<file path="src/rtl/paddle.sv">
// Paddle position controller: two raw buttons are synchronised, debounced and
// turned into one-row steps with hold-to-repeat, clamped to the 16-row matrix.
module paddle #(
    parameter int DEBOUNCE = 4,
    parameter int REPEAT   = 8,
    parameter int HEIGHT   = 4,
    parameter int INIT_Y   = 6
) (
    input  logic       clk,
    input  logic       reset,
    input  logic       btn_up,
    input  logic       btn_down,
    input  logic       freeze,
    output logic [3:0] y,
    output logic       moved
);

    localparam int CW = $clog2(DEBOUNCE + 1);
    localparam int TW = (REPEAT > 1) ? $clog2(REPEAT) : 1;
    localparam logic [4:0]    YMAX      = 5'(16 - HEIGHT);
    localparam logic [CW-1:0] DEB_LAST  = CW'(DEBOUNCE - 1);
    localparam logic [TW-1:0] TIMER_END = TW'(REPEAT - 1);

    typedef enum logic [1:0] {DIR_NONE, DIR_UP, DIR_DOWN} dir_t;

    logic [1:0]    raw;
    logic [1:0]    sync1;
    logic [1:0]    sync2;
    logic [1:0]    deb;
    logic [CW-1:0] cnt [2];
    logic [TW-1:0] timer;
    dir_t          dir;
    dir_t          prev_dir;
    logic          step;

    // bit 0 is the up button, bit 1 the down button
    assign raw = {btn_down, btn_up};

    // A level is accepted only after it differs from the debounced value for
    // DEBOUNCE consecutive cycles; any agreement restarts the count.
    always_ff @(posedge clk or negedge reset) begin
        if (!reset) begin
            sync1 <= '0;
            sync2 <= '0;
            deb   <= '0;
            for (int i = 0; i < 2; i++) begin
                cnt[i] <= '0;
            end
        end else begin
            sync1 <= raw;
            sync2 <= sync1;
            for (int i = 0; i < 2; i++) begin
                if (sync2[i] == deb[i]) begin
                    cnt[i] <= '0;
                end else if (cnt[i] == DEB_LAST) begin
                    deb[i] <= sync2[i];
                    cnt[i] <= '0;
                end else begin
                    cnt[i] <= cnt[i] + CW'(1);
                end
            end
        end
    end

    always_comb begin
        dir = DIR_NONE;
        if (deb[0] && !deb[1]) begin
            dir = DIR_UP;
        end else if (deb[1] && !deb[0]) begin
            dir = DIR_DOWN;
        end
    end

    // A direction that differs from last cycle's is a fresh press and steps at once.
    assign step = !freeze && (dir != DIR_NONE) &&
                  ((dir != prev_dir) || (timer == TIMER_END));

    // prev_dir is forced to NONE while frozen so that unfreezing with a button
    // still held looks like a new press.
    always_ff @(posedge clk or negedge reset) begin
        if (!reset) begin
            y        <= 4'(INIT_Y);
            moved    <= 1'b0;
            timer    <= '0;
            prev_dir <= DIR_NONE;
        end else begin
            moved <= 1'b0;
            if (freeze || dir == DIR_NONE) begin
                timer    <= '0;
                prev_dir <= DIR_NONE;
            end else begin
                prev_dir <= dir;
                if (dir != prev_dir || timer == TIMER_END) begin
                    timer <= '0;
                end else begin
                    timer <= timer + TW'(1);
                end
                if (step) begin
                    if (dir == DIR_UP && y != 4'd0) begin
                        y     <= y - 4'd1;
                        moved <= 1'b1;
                    end else if (dir == DIR_DOWN && {1'b0, y} < YMAX) begin
                        y     <= y + 4'd1;
                        moved <= 1'b1;
                    end
                end
            end
        end
    end

endmodule

</file>
<file path="config.mk">
export PLATFORM = sky130hd
export DESIGN_NAME = paddle
export DESIGN_NICKNAME = d
export VERILOG_FILES = /design/src/rtl/paddle.sv
export SDC_FILE = /design/constraint.sdc
export NUM_CORES = 1
export LEC_CHECK = 0
export ABC_AREA = 1
export CORE_ASPECT_RATIO = 1.4
export CORE_MARGIN = 2
export CORE_UTILIZATION = 44
export CTS_CLUSTER_DIAMETER = 150
export CTS_CLUSTER_SIZE = 14
export DETAILED_ROUTE_END_ITERATION = 16
export MAX_ROUTING_LAYER = met4
export PLACE_DENSITY_LB_ADDON = 0.3
export SLEW_MARGIN = 20
export SYNTH_ARGS = -nofsm -noshare
export SYNTH_HDL_FRONTEND = slang
export SYNTH_SLANG_ARGS = --single-unit
</file>
<file path="constraint.sdc">
create_clock -name clk -period 4.55 [get_ports clk]
set_input_delay 0.6825 -clock clk [delete_from_list [all_inputs] [get_ports clk]]
set_output_delay 0.6825 -clock clk [all_outputs]
set_load 0.05 [all_outputs]
</file>
==> key figures, run 1 <==
Critical path
  • CP delay by family, top: buffers and inverters
  • Req. time, crit path: slightly below 4000 ps
  • Worst-path fanout max: 6
  • Worst EP arrival: 1710 ps
  • Slowest cell on the critical path: clkdlybuf4s50_1
  • WS Path Type: register to output port
  • Critical-path cell list: clkdlybuf4s50_1
  • Worst path max stage delay: about 810 ps
  • Critical path launch point type: register
  • Critical path buffer and inverter count: 1
  • Setup crit end kind: output port

STA
  • Final Max Tran Viols: 0
  • Hold Fails Final Rpt: 0
  • Setup violators final: 0
  • Slew @ Worst Pin: slightly below 500 ps
  • Setup TNS: 0 ps
  • RSZ-0062 raised after global routing: no
  • Post-route clock skew: 0.7745 ps
  • Period utilisation layout: 0.5248
  • Max Clk Rate: between 400 and 500 MHz
  • Post-layout min period: ~2400 ps
  • Slew HR: 0.6689

Clocking
  • Post-CTS setup buffers: 0
  • CTS Root Cell: clkbuf_4
  • Hold buffer count at CTS: 0
  • H-tree levels: 1
  • Worst skew pair latency: ~300 ps
  • Clk buf depth: 2
  • Sinks on Clock Net: 22
  • Resized Gates After CTS: 0
  • Total CTS buffers: 3
  • CTS tree: built
  • Clock Pin Slew Worst Setup and Hold Paths: 110 ps

Logic synthesis
  • Post-synth cell types: 21
  • Post-synth top area share: 0.4920
  • Largest cells by area after synthesis: dfrtp_1, ha_1, nand2_1
  • Cell taking the most area after synthesis: dfrtp_1
  • Synthesized netlist cell count: 107
  • Primary FF master, synth: dfrtp_1
  • Synthesized Nets: around 120
  • Seq/Total Area, Yosys: 0.5437
  • Synthesis warning total: 0
  • Synthesized cell area: slightly above 1000 µm²
  • EDFF count, synth: 0
  • Top cells by count, synth: dfrtp_1, nand2_1, inv_1
  • Avg Inst Size Synth: 9.507 µm²
  • #FFs+latches synth: 22
  • Ys async rst share: 1.000

Die
  • Core Area: around 2200 µm²
  • Starting density of the core: 0.4672
  • Ports: 10
  • Row cnt: 20
  • Die W: roughly 45 µm
  • Die area: approximately 2700 µm²
  • Die span in y: slightly above 60 µm

Pwr
  • Flop pwr share: 0.344
  • Worst vdd ir: 502.4 µV
  • Total power draw: between 0.8 and 0.9 mW
  • Clk pwr share: 0.166
  • NetSw: roughly 0.37 mW
  • Pleak: approximately 0.6 nW
  • Comb power frac: 0.490
  • Power per cell area: between 700 and 800 nW/µm²
  • Net Sw Frac: 0.4254
  • Cell internal pwr: around 0.5 mW

Global route
  • First-pass GRT wire length: 3.001 mm
  • Initial antenna violation count: 0
  • Grt ovf: 0
  • Total Routing Usage GR: 0.1588
  • Vias in the first global route: 751
  • Largest net degree at the start of global routing: 23

Route
  • Vias after detailed routing: 721
  • Residual DRC count: 0
  • Number of vias per cell: just over 5
  • DRT antenna net count: 0
  • Number of DRC markers in iteration 0: 21
  • Detailed Routing Iterations Pass 1: 5
  • DRT Wirelength: around 1.6 mm
  • Drt wl/cell: about 11 µm

Worst hold path
  • Worst min path class: input port to async pin

Place
  • Port bufs: 9
  • Gpl congestion: 0.8994
  • DP HPWL: approximately 1.2 mm

Finish
  • NumNets Final: 133
  • Area grow syn2layout: 16.24%
  • Share of layout cells above drive strength 1: 0.1000
  • Ant. Diodes: 0
  • # fillers: 200

Job
  • Max_cap viols: 0

Run status
  • Outcome: finished clean
-- cell usage in the layout (no fill, tap or decap), types with 2 or more instances in the layout --
master / synthesis / final
a21oi_1: 5 / 5
clkbuf_4: 0 / 3
clkdlybuf4s50_1: 0 / 8
dfrtp_1: 20 / 20
dfstp_2: 2 / 2
ha_1: 7 / 7
inv_1: 16 / 16
inv_2: 2 / 2
nand2_1: 20 / 20
nand3_1: 4 / 4
nor2_1: 11 / 11
nor3_1: 4 / 4
o21ai_0: 2 / 2
o21ai_1: 2 / 2
xnor2_1: 4 / 4
-- power groups by stage --
stage / Clock [mW] / Sequential [mW] / Combinational (mW)
finish: 0.145 / 0.301 / 0.428
global route: 0.157 / 0.310 / 0.484
CTS: 0.151 / 0.302 / 0.434
detailed placement: 0 / 0.306 / 0.429
global placement: 0 / 0.303 / 0.421
floorplan: 0 / 0.366 / 0.264
-- path summary, 6_finish.rpt --
kind | startpoint | endpoint | slack [ps] | cells after the start
min reg2reg | sync1[1] | sync2[1] | 370 | 0
max | y[2] | y[2] | 2160 | 1
max reg2reg | deb[1] | y[3] | 2890 | 10
min in group clk | sync1[1] | sync2[1] | 370 | 0
min | reset | cnt[3] | 320 | 1
max in group asynchronous | reset | y[2] | 3870 | 1
-- cell type report --
cell class | instances | area, µm² | area share
Sequential cell | 22 | 553.0 | 0.4677
Inverter | 18 | 67.56 | 0.05714
Tap cell | 22 | 27.53 | 0.02328
Multi-Input combinational cell | 67 | 396.6 | 0.3355
Timing Repair Buffer | 9 | 85.08 | 0.07196
Clock buffer | 3 | 22.52 | 0.01905
Clock inverter | 1 | 30.03 | 0.02540
-- cell families after synthesis --
kind of cell               Yosys count  share of synthesized area
buffers and inverters               18                    0.06643
xor gates and xnor gates             5                    0.04305
adders and majority gates            7                    0.08610
and+or+nand+nor                     45                     0.2091
DFF                                 22                     0.5437
AOI/OAI and AO/OA                   10                    0.05166
-- flip-flops by register name (all words and copies together), names as in the netlist --
| register | flops |
|---|---|
| cnt | 6 |
| deb | 2 |
| moved | 1 |
| prev_dir | 2 |
| sync1 | 2 |
| sync2 | 2 |
| timer | 3 |
| y | 4 |
-- routing by layer --
metal | track usage | routed length [µm] | up-vias
met5 | - | 0 | -
met4 | 0.09091 | 15 | 0
met3 | 0.02083 | 39 | 2
li1 | - | - | 360
met2 | 0.2774 | 864 | 11
met1 | 0.1680 | 672 | 348
-- per-stage QoR --
stage | cells | utilization | hold WS [ps] | setup slack (ps) | instance area, µm²
final | 142 | 0.5431 | 323.8 | 2162 | 1182
after global routing | 142 | 0.5431 | 343.9 | 2110 | 1182
after global placement | 138 | 0.5213 | 332.4 | 2505 | 1135
after floorplan | 107 | - | 331.2 | 2865 | 1017
after CTS | 142 | 0.5454 | 369.7 | 2144 | 1187
after detailed placement | 138 | 0.5213 | 341.2 | 2506 | 1135
Note: power is estimated with default switching activity, not from simulation.
==> run 2: changes to the inputs <==
Clock period 4.55 ns to 2.3 ns, I/O delays scaled along.
==> run 2 against run 1 <==
Effect of this change:
- die area unchanged
- highest routed layer unchanged
- flip-flop and latch count unchanged
- worst setup slack got worse by 1900 ps
- via count decreased by 2.6%
==> key figures, run 2 (synthesis gave the netlist of run 1 again) <==
Finish
  • Ant. Diodes: 0
  • FF+latch area: ~550 µm²
  • Area grow syn2layout: 17.47%
  • Final non-filler cell total: around 140
  • NumNets Final: around 130
  • Non-Filler Cell Area, Final: roughly 1200 µm²
  • Largest register by flop count: cnt
  • Number of flip-flops in the largest register: 6
  • Post-layout util: 0.5489
  • Multi-input gate area in the final layout: between 300 and 400 µm²
  • # fillers: between 200 and 250
  • Biggest regs: cnt: 6 flops, y: 4 flops, timer: 3 flops
  • Commonest cells after routing, fill and taps aside: nand2_1, dfrtp_1, inv_1
  • Share of layout cells above drive strength 1: 0.09917

Global route
  • First-pass GRT wire length: 2.925 mm
  • Initial antenna violation count: 0
  • Vias in the first global route: 734
  • Grt ovf: 0
  • Total Routing Usage GR: 0.1582
  • Largest net degree at the start of global routing: 15

Route
  • Residual DRC count: 0
  • Vias after detailed routing: ~700
  • DRT antenna net count: 0
  • Detailed Routing Iterations Pass 1: 3
  • Number of vias per cell: about 4.9
  • DRT Wirelength: around 1.6 mm
  • Number of DRC markers in iteration 0: 8
  • Drt wl/cell: about 11 µm

Critical path
  • Critical-path cell list: clkdlybuf4s50_1
  • Critical Path Source: y[2]
  • CP delay by family, top: buffers and inverters
  • Worst EP arrival: 1730 ps
  • Critical path launch point type: register
  • Slowest cell on the critical path: clkdlybuf4s50_1
  • Req. time, crit path: around 2000 ps
  • Setup crit end kind: output port
  • Critical path buffer and inverter count: 1
  • Worst-path fanout max: 6
  • Reg2Reg Launch Point: deb[1]
  • WS Path Type: register to output port
  • Worst path max stage delay: approximately 820 ps

Clocking
  • Clk buf depth: 2
  • CTS Root Cell: clkbuf_4
  • H-tree levels: 1
  • Resized Gates After CTS: 0
  • Total CTS buffers: 3
  • Sinks on Clock Net: 22
  • CTS tree: built
  • Worst skew pair latency: between 300 and 400 ps
  • Hold buffer count at CTS: 0
  • Post-CTS setup buffers: 0
  • Clock Pin Slew Worst Setup and Hold Paths: ~120 ps

STA
  • Hold WS: 361.9 ps
  • Post-route clock skew: ~2.3 ps
  • Post-layout min period: between 2000 and 2500 ps
  • Final setup margin: between 200 and 250 ps
  • Max Clk Rate: 483.1 MHz
  • RSZ-0062 raised after global routing: no
  • Slew @ Worst Pin: slightly above 600 ps
  • Period utilisation layout: 0.9000
  • Hold Fails Final Rpt: 0
  • Setup violators final: 0
  • Setup TNS: 0 ps
  • Final Max Tran Viols: 0
  • Slew HR: 0.5953

Pwr
  • Total power draw: 1.744 mW
  • Worst vdd ir: about 1000 µV
  • Pleak: between 0.6 and 0.7 nW
  • Power per cell area: about 1500 nW/µm²

Place
  • Dpl ws: roughly 590 ps
  • Placed Area: between 1000 and 1500 µm²
  • Gpl congestion: 0.8140
  • DP HPWL: about 1.3 mm
  • Port bufs: 9
  • Placed insts: ~140

Worst hold path
  • Worst min path class: register to register
  • Worst Min Path Start: sync1[1]

Die
  • Die W: around 45 µm
  • Row cnt: 20
  • Starting density of the core: 0.4672
  • Die span in y: approximately 61 µm
  • Ports: 10
  • Die area: ~2700 µm²
  • Core Area: 2177 µm²

Job
  • Max_cap viols: 0

Run status
  • Outcome: finished clean
-- run 2: cell type report --
type                       count  area share
sequential                    22      0.4628
clock inverter                 1     0.02513
inverter                      18     0.05654
tap                           22     0.02304
timing repair buffer          10     0.08168
multi-input combinational     67      0.3319
clock buffer                   3     0.01885
-- run 2: path summary, 6_finish.rpt --
kind                                     to  slack [ps]  cells past startpoint
worst max-delay path                   y[2]         230                      1
worst min-delay path               sync2[1]         360                      0
worst max register to register         y[3]         630                     10
worst min register to register     sync2[1]         360                      0
max in group asynchronous       prev_dir[0]        1350                      2
min in group asynchronous            cnt[5]         390                      1
-- run 2: per-layer routing --
metal / track usage / wire length [µm] / share of wire / vias up
met5: - / 0 / 0 / -
met4: 0.1039 / 61 / 0.037 / 0
met3: 0.02976 / 47 / 0.029 / 7
met2: 0.2650 / 869 / 0.53 / 12
met1: 0.1660 / 652 / 0.40 / 319
li1: - / - / - / 364
-- run 2: where the power goes --
part,total (mW),switching [mW],internal [mW]
sequential,0.595,0.0884,0.507
clock,0.296,0.120,0.176
combinational,0.853,0.540,0.313
total,1.74,0.748,0.996
